`src/rtl/coin_pkg.sv`:
```
// Shared coin codes and acceptor FSM state encoding; the codes are also
// consumed by the vending controller.
package coin_pkg;

  localparam logic [1:0] COIN_NONE = 2'b00;
  localparam logic [1:0] COIN_5    = 2'b01;
  localparam logic [1:0] COIN_10   = 2'b10;

  typedef enum logic [2:0] {
    ST_IDLE    = 3'd0,
    ST_MEASURE = 3'd1,
    ST_EMIT    = 3'd2,
    ST_STUCK   = 3'd3,
    ST_GAP     = 3'd4
  } acc_state_e;

  function automatic logic in_window(input logic [31:0] val,
                                     input logic [31:0] lo,
                                     input logic [31:0] hi);
    return (val >= lo) && (val <= hi);
  endfunction

endpackage

```
`src/rtl/coin_debounce.sv`:
```
// Sensor synchroniser followed by a stability filter: the filtered level
// follows the synced level only after DEBOUNCE_CYC consecutive agreeing cycles.
module coin_debounce #(
  parameter int unsigned SYNC_STAGES  = 2,
  parameter int unsigned DEBOUNCE_CYC = 4
) (
  input  logic clk,
  input  logic reset,
  input  logic sensor,
  output logic filtered
);

  localparam int unsigned     DB_W    = $clog2(DEBOUNCE_CYC + 1);
  localparam logic [DB_W-1:0] DB_LAST = DB_W'(DEBOUNCE_CYC - 1);
  localparam logic [DB_W-1:0] DB_ONE  = DB_W'(1'b1);

  logic [SYNC_STAGES-1:0] sync_r;
  logic [DB_W-1:0]        stable_cnt_r;
  logic                   filt_r;
  logic                   synced_s;

  assign synced_s = sync_r[SYNC_STAGES-1];
  assign filtered = filt_r;

  // Synchroniser shift and run-length count of disagreement with the filtered level
  always_ff @(posedge clk or negedge reset) begin
    if (!reset) begin
      sync_r       <= {SYNC_STAGES{1'b0}};
      stable_cnt_r <= {DB_W{1'b0}};
      filt_r       <= 1'b0;
    end else begin
      sync_r <= {sync_r[SYNC_STAGES-2:0], sensor};
      if (synced_s == filt_r) begin
        stable_cnt_r <= {DB_W{1'b0}};
      end else if (stable_cnt_r == DB_LAST) begin
        filt_r       <= synced_s;
        stable_cnt_r <= {DB_W{1'b0}};
      end else begin
        stable_cnt_r <= stable_cnt_r + DB_ONE;
      end
    end
  end

endmodule

```
`src/rtl/coin_acceptor.sv`:
```
// Coin acceptor: debounced sensor pulse width classified into a 5/10 rs code
// or a reject pulse. Optional accepted-coin tallies under COIN_ACC_TALLY_EN.
module coin_acceptor
  import coin_pkg::*;
#(
  parameter int unsigned SYNC_STAGES  = 2,
  parameter int unsigned DEBOUNCE_CYC = 4,
  parameter int unsigned W5_MIN       = 20,
  parameter int unsigned W5_MAX       = 40,
  parameter int unsigned W10_MIN      = 50,
  parameter int unsigned W10_MAX      = 80,
  parameter int unsigned CNT_W        = 8,
  parameter int unsigned GAP_CYC      = 8
) (
  input  logic        clk,
  input  logic        reset,
  input  logic        sensor,
  input  logic        inhibit,
  output logic [1:0]  coin,
  output logic        reject,
  output logic        busy
`ifdef COIN_ACC_TALLY_EN
  ,
  output logic [15:0] cnt5,
  output logic [15:0] cnt10
`endif
);

  localparam logic [CNT_W-1:0] W_ONE    = CNT_W'(1'b1);
  localparam logic [CNT_W-1:0] W_SAT    = {CNT_W{1'b1}};
  localparam logic [CNT_W-1:0] W_SAT_M1 = {{(CNT_W-1){1'b1}}, 1'b0};
  localparam int unsigned      GAP_W    = $clog2(GAP_CYC + 1);
  localparam logic [GAP_W-1:0] GAP_LAST = GAP_W'(GAP_CYC - 1);
  localparam logic [GAP_W-1:0] GAP_ONE  = GAP_W'(1'b1);

  acc_state_e       state_r, state_n;
  logic [CNT_W-1:0] width_r, width_n;
  logic [GAP_W-1:0] gap_r, gap_n;
  logic             inh_r, inh_n;
  logic             filt_s, filt_d_r, rise_s, fall_s;
  logic [1:0]       coin_r, coin_n, code_s;
  logic             reject_r, reject_n, code_rej_s;
  logic             busy_r;
  logic [31:0]      width_ext_s;

  coin_debounce #(
    .SYNC_STAGES (SYNC_STAGES),
    .DEBOUNCE_CYC(DEBOUNCE_CYC)
  ) u_debounce (
    .clk     (clk),
    .reset   (reset),
    .sensor  (sensor),
    .filtered(filt_s)
  );

  assign rise_s      = filt_s & ~filt_d_r;
  assign fall_s      = filt_d_r & ~filt_s;
  assign width_ext_s = 32'(width_r);

  // Classification of the finished pulse; inhibit in the falling-edge cycle counts
  always_comb begin
    code_s     = COIN_NONE;
    code_rej_s = 1'b1;
    if (inh_r || inhibit) begin
      code_s     = COIN_NONE;
      code_rej_s = 1'b1;
    end else if (in_window(width_ext_s, W5_MIN, W5_MAX)) begin
      code_s     = COIN_5;
      code_rej_s = 1'b0;
    end else if (in_window(width_ext_s, W10_MIN, W10_MAX)) begin
      code_s     = COIN_10;
      code_rej_s = 1'b0;
    end else begin
      code_s     = COIN_NONE;
      code_rej_s = 1'b1;
    end
  end

  // Next-state, measurement bookkeeping and next output values
  always_comb begin
    state_n  = state_r;
    width_n  = width_r;
    inh_n    = inh_r;
    gap_n    = gap_r;
    coin_n   = COIN_NONE;
    reject_n = 1'b0;
    case (state_r)
      ST_IDLE: begin
        if (rise_s) begin
          state_n = ST_MEASURE;
          width_n = W_ONE;
          inh_n   = 1'b0;
        end else begin
          state_n = ST_IDLE;
        end
      end
      ST_MEASURE: begin
        inh_n = inh_r | inhibit;
        if (fall_s) begin
          state_n  = ST_EMIT;
          coin_n   = code_s;
          reject_n = code_rej_s;
        end else if (width_r == W_SAT_M1) begin
          width_n  = W_SAT;
          state_n  = ST_STUCK;
          reject_n = 1'b1;
        end else begin
          width_n = width_r + W_ONE;
        end
      end
      ST_EMIT: begin
        state_n = ST_GAP;
        gap_n   = {GAP_W{1'b0}};
      end
      ST_STUCK: begin
        if (!filt_s) begin
          state_n = ST_GAP;
          gap_n   = {GAP_W{1'b0}};
        end else begin
          state_n = ST_STUCK;
        end
      end
      ST_GAP: begin
        if (gap_r == GAP_LAST) begin
          state_n = ST_IDLE;
        end else begin
          gap_n = gap_r + GAP_ONE;
        end
      end
      default: begin
        state_n = ST_IDLE;
      end
    endcase
  end

  // FSM state, measurement registers and registered outputs
  always_ff @(posedge clk or negedge reset) begin
    if (!reset) begin
      state_r  <= ST_IDLE;
      width_r  <= {CNT_W{1'b0}};
      inh_r    <= 1'b0;
      gap_r    <= {GAP_W{1'b0}};
      filt_d_r <= 1'b0;
      coin_r   <= COIN_NONE;
      reject_r <= 1'b0;
      busy_r   <= 1'b0;
    end else begin
      state_r  <= state_n;
      width_r  <= width_n;
      inh_r    <= inh_n;
      gap_r    <= gap_n;
      filt_d_r <= filt_s;
      coin_r   <= coin_n;
      reject_r <= reject_n;
      busy_r   <= (state_n != ST_IDLE);
    end
  end

  assign coin   = coin_r;
  assign reject = reject_r;
  assign busy   = busy_r;

`ifdef COIN_ACC_TALLY_EN
  logic [15:0] cnt5_r, cnt10_r;

  // Accepted-coin tallies, bumped while the code is on the output
  always_ff @(posedge clk or negedge reset) begin
    if (!reset) begin
      cnt5_r  <= 16'h0000;
      cnt10_r <= 16'h0000;
    end else if (state_r == ST_EMIT) begin
      if (coin_r == COIN_5) begin
        cnt5_r <= cnt5_r + 16'h0001;
      end else if (coin_r == COIN_10) begin
        cnt10_r <= cnt10_r + 16'h0001;
      end else begin
        cnt5_r <= cnt5_r;
      end
    end else begin
      cnt5_r <= cnt5_r;
    end
  end

  assign cnt5  = cnt5_r;
  assign cnt10 = cnt10_r;
`endif

endmodule

```
`config.mk`:
```
export PLATFORM = sky130hd
export DESIGN_NAME = coin_acceptor
export DESIGN_NICKNAME = d
export VERILOG_FILES = /design/src/rtl/coin_pkg.sv /design/src/rtl/coin_debounce.sv /design/src/rtl/coin_acceptor.sv
export SDC_FILE = /design/constraint.sdc
export NUM_CORES = 1
export LEC_CHECK = 0
export BUFFER_PORTS_ARGS = -buffer_cell sky130_fd_sc_hd__buf_2
export CAP_MARGIN = 5
export CORE_ASPECT_RATIO = 1.5
export CORE_MARGIN = 5
export CORE_UTILIZATION = 40
export DETAILED_ROUTE_END_ITERATION = 10
export GPL_TIMING_DRIVEN = 0
export REMOVE_ABC_BUFFERS = 1
export SYNTH_ARGS = -nofsm -noshare
export SYNTH_HDL_FRONTEND = slang
export SYNTH_SLANG_ARGS = --single-unit
```
`constraint.sdc`:
```
create_clock -name clk -period 4.3 [get_ports clk]
set_input_delay 0.215 -clock clk [delete_from_list [all_inputs] [get_ports clk]]
set_output_delay 0.215 -clock clk [all_outputs]
set_load 0.05 [all_outputs]
```
# [Yosys cells after proc, flatten, opt, wreduce, memory -nomap -nowiden]
# Index checks and enable logic that the tools add are counted.
[classes] reduce_logical=11 addsub=3 eq_ne=12 n_mux=28 n_bitwise=6 order_cmp=4
[ops] operator="8-bit 2-to-1 mux" n=3
[ops] operator="3-bit 2-to-1 mux" n=6
[ops] operator="8-bit case mux with 2 select lines" n=1
[ops] operator="3-bit case mux with 5 select lines" n=1
[ops] operator="4-bit case mux with 3 select lines" n=1
[ops] operator="2-bit 2-to-1 mux" n=5
[ops] operator="3-bit by 2-bit equality test with 1-bit output, second input constant" n=3
[ops] operator="8-bit by 1-bit adder with 8-bit output, second input constant" n=1
[ops] operator="8-bit equality test, second input constant" n=1
[ops] operator="8-bit by 5-bit greater-or-equal comparator with 1-bit output, second input constant" n=1
[ops] operator="8-bit by 6-bit greater-or-equal comparator with 1-bit output, second input constant" n=1
[ops] operator="8-bit by 6-bit less-or-equal comparator with 1-bit output, second input constant" n=1
[ops] operator="8-bit by 7-bit less-or-equal comparator with 1-bit output, second input constant" n=1
[ops] operator="1-bit 2-to-1 mux" n=8
[ops] operator="4-bit 2-to-1 mux" n=2
[ops] operator="2-bit inequality test, second input constant" n=4
[ops] operator="3-bit AND reduction" n=2
[ops] operator="3-bit nonzero test" n=2
[ops] operator="4-bit by 1-bit adder with 4-bit output, second input constant" n=1
[ops] operator="4-bit by 3-bit equality test with 1-bit output, second input constant" n=1
[ops] operator="2-bit AND reduction" n=2
[ops] operator="3-bit by 1-bit adder with 3-bit output, second input constant" n=1
[ops] operator="3-bit by 1-bit equality test with 1-bit output, second input constant" n=1
[ops] operator="3-bit equality test, second input constant" n=1
[ops] operator="9 further kinds" n=13
[totals] elab_cells=75 output_inout_bits=4 register_bits=27

# [Depth between registers and ports, before layout]
[depth] ltp_word=7 depth_mapped=7 ltp_nobuf=6

# [By module]
# Synthesis repeated with hierarchy kept, for this count alone.
[hier_totals] hier_cells=134 hier_area_um2=1403.8
[modules_own_cells] module="coin_acceptor" cells_per_inst=121 n_inst=1 area_per_inst_um2=1174.9
[modules_own_cells] module="coin_debounce" cells_per_inst=13 n_inst=1 area_per_inst_um2=229.0

# [Worst setup path after synthesis]
# Ideal clock, no wire load.
[synth_timing] kind="reg-to-reg" startpoint="register width_r[0]" endpoint="register reject_r, in the netlist reject" t_arrival_ns=1.495 synth_period_minus_slack_ns=1.616 setup_time_ns=0.121 path_stages_with_launch=7 slack_ns=2.684 required_time_ns=4.179 path_cell_list="dfrtp_1 inv_1 ha_1 or3b_1 a211o_1 a21oi_1 nor3_2"
[synth_between] elab_chain_cells=7 elab_cells_between_ends=13 cone_classes="4 x order compare; 1 x eq/ne; 6 x mux; 2 x reduce/logical"
[synth_lines] item="start, declared" line="coin_acceptor.sv:37" text="logic [CNT_W-1:0] width_r, width_n;"
[synth_lines] item="start signal, assigned" line="coin_acceptor.sv:140" text="width_r <= {CNT_W{1'b0}};"
[synth_lines] item="start signal, assigned" line="coin_acceptor.sv:149" text="width_r <= width_n;"
[synth_lines] item="8-bit by 6-bit greater-or-equal comparator with 1-bit output / 8-bit by 7-bit less-or-equal comparator with 1-bit output (equally long branches)" line="coin_pkg.sv:20" text="return (val >= lo) && (val <= hi);"
[synth_lines] item="1-bit logical AND" line="coin_pkg.sv:20"
[synth_lines] item="1-bit 2-to-1 mux" line="coin_acceptor.sv:70" text="end else if (in_window(width_ext_s, W10_MIN, W10_MAX)) begin"
[synth_lines] item="1-bit 2-to-1 mux" line="coin_acceptor.sv:67" text="end else if (in_window(width_ext_s, W5_MIN, W5_MAX)) begin"
[synth_lines] item="1-bit 2-to-1 mux" line="coin_acceptor.sv:64" text="if (inh_r || inhibit) begin"
[synth_lines] item="1-bit 2-to-1 mux (*)" line="coin_acceptor.sv:99" text="if (fall_s) begin"
[synth_lines] item="1-bit 2-to-1 mux (*)" line="coin_acceptor.sv:87" text="case (state_r)"
[synth_lines] item="net reject_n" line="coin_acceptor.sv:42" text="logic reject_r, reject_n, code_rej_s;"
[synth_lines] item="end signal, assigned" line="coin_acceptor.sv:154" text="reject_r <= reject_n;"
[synth_lines] item="end, declared" line="coin_acceptor.sv:42"
# The timed path passes the listed nets; every way through them passes the cells marked *.
# A chain may end at the register's enable or synchronous reset.

# [Worst setup path after layout]
[layout_timing] startpoint="register state_r[2]" endpoint="register width_r[3]"
[layout_between] elab_chain_cells=3 elab_cells_between_ends=7 cone_classes="3 x eq/ne; 1 x mux; 3 x reduce/logical"
[layout_lines] item="start, declared" line="coin_acceptor.sv:36" text="acc_state_e state_r, state_n;"
[layout_lines] item="start signal, assigned" line="coin_acceptor.sv:148" text="state_r <= state_n;"
[layout_lines] item="3-bit by 1-bit equality test with 1-bit output / 3-bit logical NOT (equally long branches)" line="coin_acceptor.sv:87"
[layout_lines] item="2-bit inequality test (no source line) / 2-bit nonzero test (equally long branches)"
[layout_lines] item="3-bit AND reduction (no source line)"
# Parallel ways exist; a longest one is shown, timed or not.

==> flow_summary.toml <==
[run_status]
status = "finished clean"

[worst_setup_path]
critPathArrivalTime_ns = 1.99
slowest_delay_ns = 0.55
critPathLaunchType = "flip-flop"
reg2reg_depth = 4
cp.buffers_inverters = 0
worst-path-max-fanout = 8
crit_path_cell_trace = "nor2_1 > a21boi_1 > o21ai_0 > a22o_1"
crit_family = "compound AO/OA/AOI/OAI gates"
endpoint_kind = "flip-flop"
r2r_end = "width_r[3]"
crit_slowest_cell = "a21boi_1"
r2r_slack_ns = 2.48
criticalPathCategory = "flip-flop to flip-flop"
crit_required_ns = 4.47
rr_startpoint = "state_r[2]"

[hold_path]
hp-class = "primary input to flip-flop"
holdPathStages = 1
worstHoldEndpoint = "u_debounce.sync_r[0]"
hold_start = "sensor"

[pwr]
finalPower_uw = 886
leakage_nw = 0.667
peakVddDrop_v = 0.000331
power_density_nw_per_um2 = 601

[drt]
drc_errors = 0
drt-initial-drc-count = 30
antenna_left = 0
wl_mm = 2.71
vias_per_cell = 5.54
dr.pass1.iters = 4
vias = 1008
wl_per_cell_um = 14.9

[timing]
fin_crit_sh_pct = 42.4
relSlewSlack_pct = 58.9
setup_violations = 0
worstMarginPinSlew_ns = 0.617
fmax_mhz = 549
hold_violations = 0
slew_viol_final = 0
tns_ns = 0
skew_ns = 0.00110
fin_crit_ns = 1.82
hold_ws_ns = 0.0416
rsz0062_at_grt = "false"

[logic_synthesis]
ys.flop_type = "dfrtp_1"
ys_types = 46
syn_inst = 135
syn_area_sq_um = 1380
synth.top_cell.area_share_pct = 49.1
synth_area_leaders = "dfrtp_1, o21ai_0, ha_1, a22o_1, inv_1"
ys.warnings.count = 0
synth_top_area_cell = "dfrtp_1"
synth_edf_count = 0
seq_area_frac_synth_pct = 49.1
syn_area_per_cell_sq_um = 10.2
synth_seq_cells = 27
async_reset_ff_share_pct = 100

[run]
drv_cap = 0

[place]
place_area_sq_um = 1420
hpwl_mm = 1.95
gp_congestion = 0.767
io_buffer_count = 7

[clocking]
cts_root_buffer = "clkbuf_8"
cts_tree = "done"
cts.sinks = 27
clk_pin_slew_worst_paths_ns = 0.09
postCtsSetupBuffers = 0
cts_inserted_buffers = 3
clock_latency_ns = 0.27
cts_buffer_depth = 2
htree_levels = 1

[die]
die_w_um = 57.9
core-area_sq_um = 3350
num_rows = 26
start_util_pct = 41.0
io_pins = 8
die_height_um = 81.8
fp.dieArea_sq_um = 4730

[global_routing]
antenna_found_initial = 0
grt_pass1_vias = 1039
overflow = 0
grt_pass1_wl_mm = 4.75
grt_max_degree = 28
grt_use_total_pct = 12.9

[layout]
drive_above_1_share_pct = 10.7
final_core_util_pct = 44.0
finalNetCount = 150
fillCellCount = 314
syn_to_final_growth_pct = 7.28
postLayoutCellArea_sq_um = 1480
antenna_cells = 0
==> layout by cell type (no fill, tap or decap), types with 2 or more instances in the layout <==
cell type,instances
a211o_1,2
a21oi_1,6
a22o_1,6
and3_1,3
buf_2,7
clkbuf_8,3
dfrtp_1,27
ha_1,5
inv_1,9
nand2_1,7
nand2b_1,4
nand3_1,6
nand3b_1,2
nor2_1,6
nor3b_1,3
o21ai_0,13
xor2_1,2
==> worst max path at each step <==
stage | end | depth (start not counted) | startpoint | slack (ns)
2_1_floorplan | reject | 6 | width_r[0] | 2.68
3_3_place_gp | width_r[2] | 4 | state_r[2] | 2.55
3_5_place_dp | reject | 6 | width_r[0] | 2.53
4_1_cts | width_r[2] | 4 | state_r[2] | 2.51
5_1_grt | width_r[2] | 4 | state_r[1] | 2.31
6_report | width_r[3] | 4 | state_r[2] | 2.48
==> Yosys cell counts (4+ instances only) <==
cell,instances
a21oi_1,6
nand3_1,6
dfrtp_1,27
inv_1,9
buf_2,4
a22o_1,6
nor2_1,6
o21ai_0,13
nand2_1,7
nand2b_1,4
ha_1,5
==> worst reg2reg max path, cell delays in order (launching register included) <==
cell and delay [ns]:
dfrtp_1 0.41, nor2_1 0.32, a21boi_1 0.55, o21ai_0 0.22, a22o_1 0.22
==> through the flow <==
| stage | setup WS (ns) | std cells |
|---|---|---|
| after detailed placement | 2.53 | 177 |
| after floorplan | 2.68 | 128 |
| final | 2.48 | 182 |
| after global routing | 2.31 | 182 |
| after CTS | 2.51 | 182 |
| after global placement | 2.55 | 177 |
==> state kept, by name (all words and copies together) (netlist names) <==
signal                   cells
inh_r                        1
busy                         1
state_r                      3
u_debounce.stable_cnt_r      3
u_debounce.filtered          1
filt_d_r                     1
coin                         2
reject                       1
gap_r                        4
u_debounce.sync_r            2
width_r                      8
==> where the power goes <==
group | total [mW] | internal, mW | switching (mW)
Clock | 0.144 | 0.0664 | 0.0771
Combinational | 0.341 | 0.133 | 0.208
Sequential | 0.402 | 0.321 | 0.0806
==> cell type report <==
class,instances,area (sq um),share of cell area [%]
Multi-Input combinational cell,92,623,42.2
Inverter,9,33.8,2.29
Timing Repair Buffer,8,45.0,3.05
Tap cell,42,52.6,3.56
Clock buffer,4,45.0,3.05
Sequential cell,27,676,45.8
==> repair_timing <==
item                                   CTS  global route
endpoints found under the hold margin   27             0
gates resized for setup                  0             0
hold buffers                             1             0
==> cells by family (layout without fill, tap and decap cells) <==
kind of cell	Yosys count	count (layout)	synth area share, %
AO/OA/AOI/OAI	41	41	20.5
adder cells (fa/ha/maj)	5	5	4.55
AND/OR/NAND/NOR	42	42	17.6
multiplexers	1	1	0.819
flip-flops	27	27	49.1
XOR/XNOR	3	3	1.91
buffers and inverters	16	21	5.55
==> layer usage <==
layer	share of wire [%]	track usage, %
met1	43	14.3
met4	1.8	5.57
met2	54	24.0
met5	0	0
met3	1.8	1.89
Note: power is estimated with default switching activity, not from simulation.
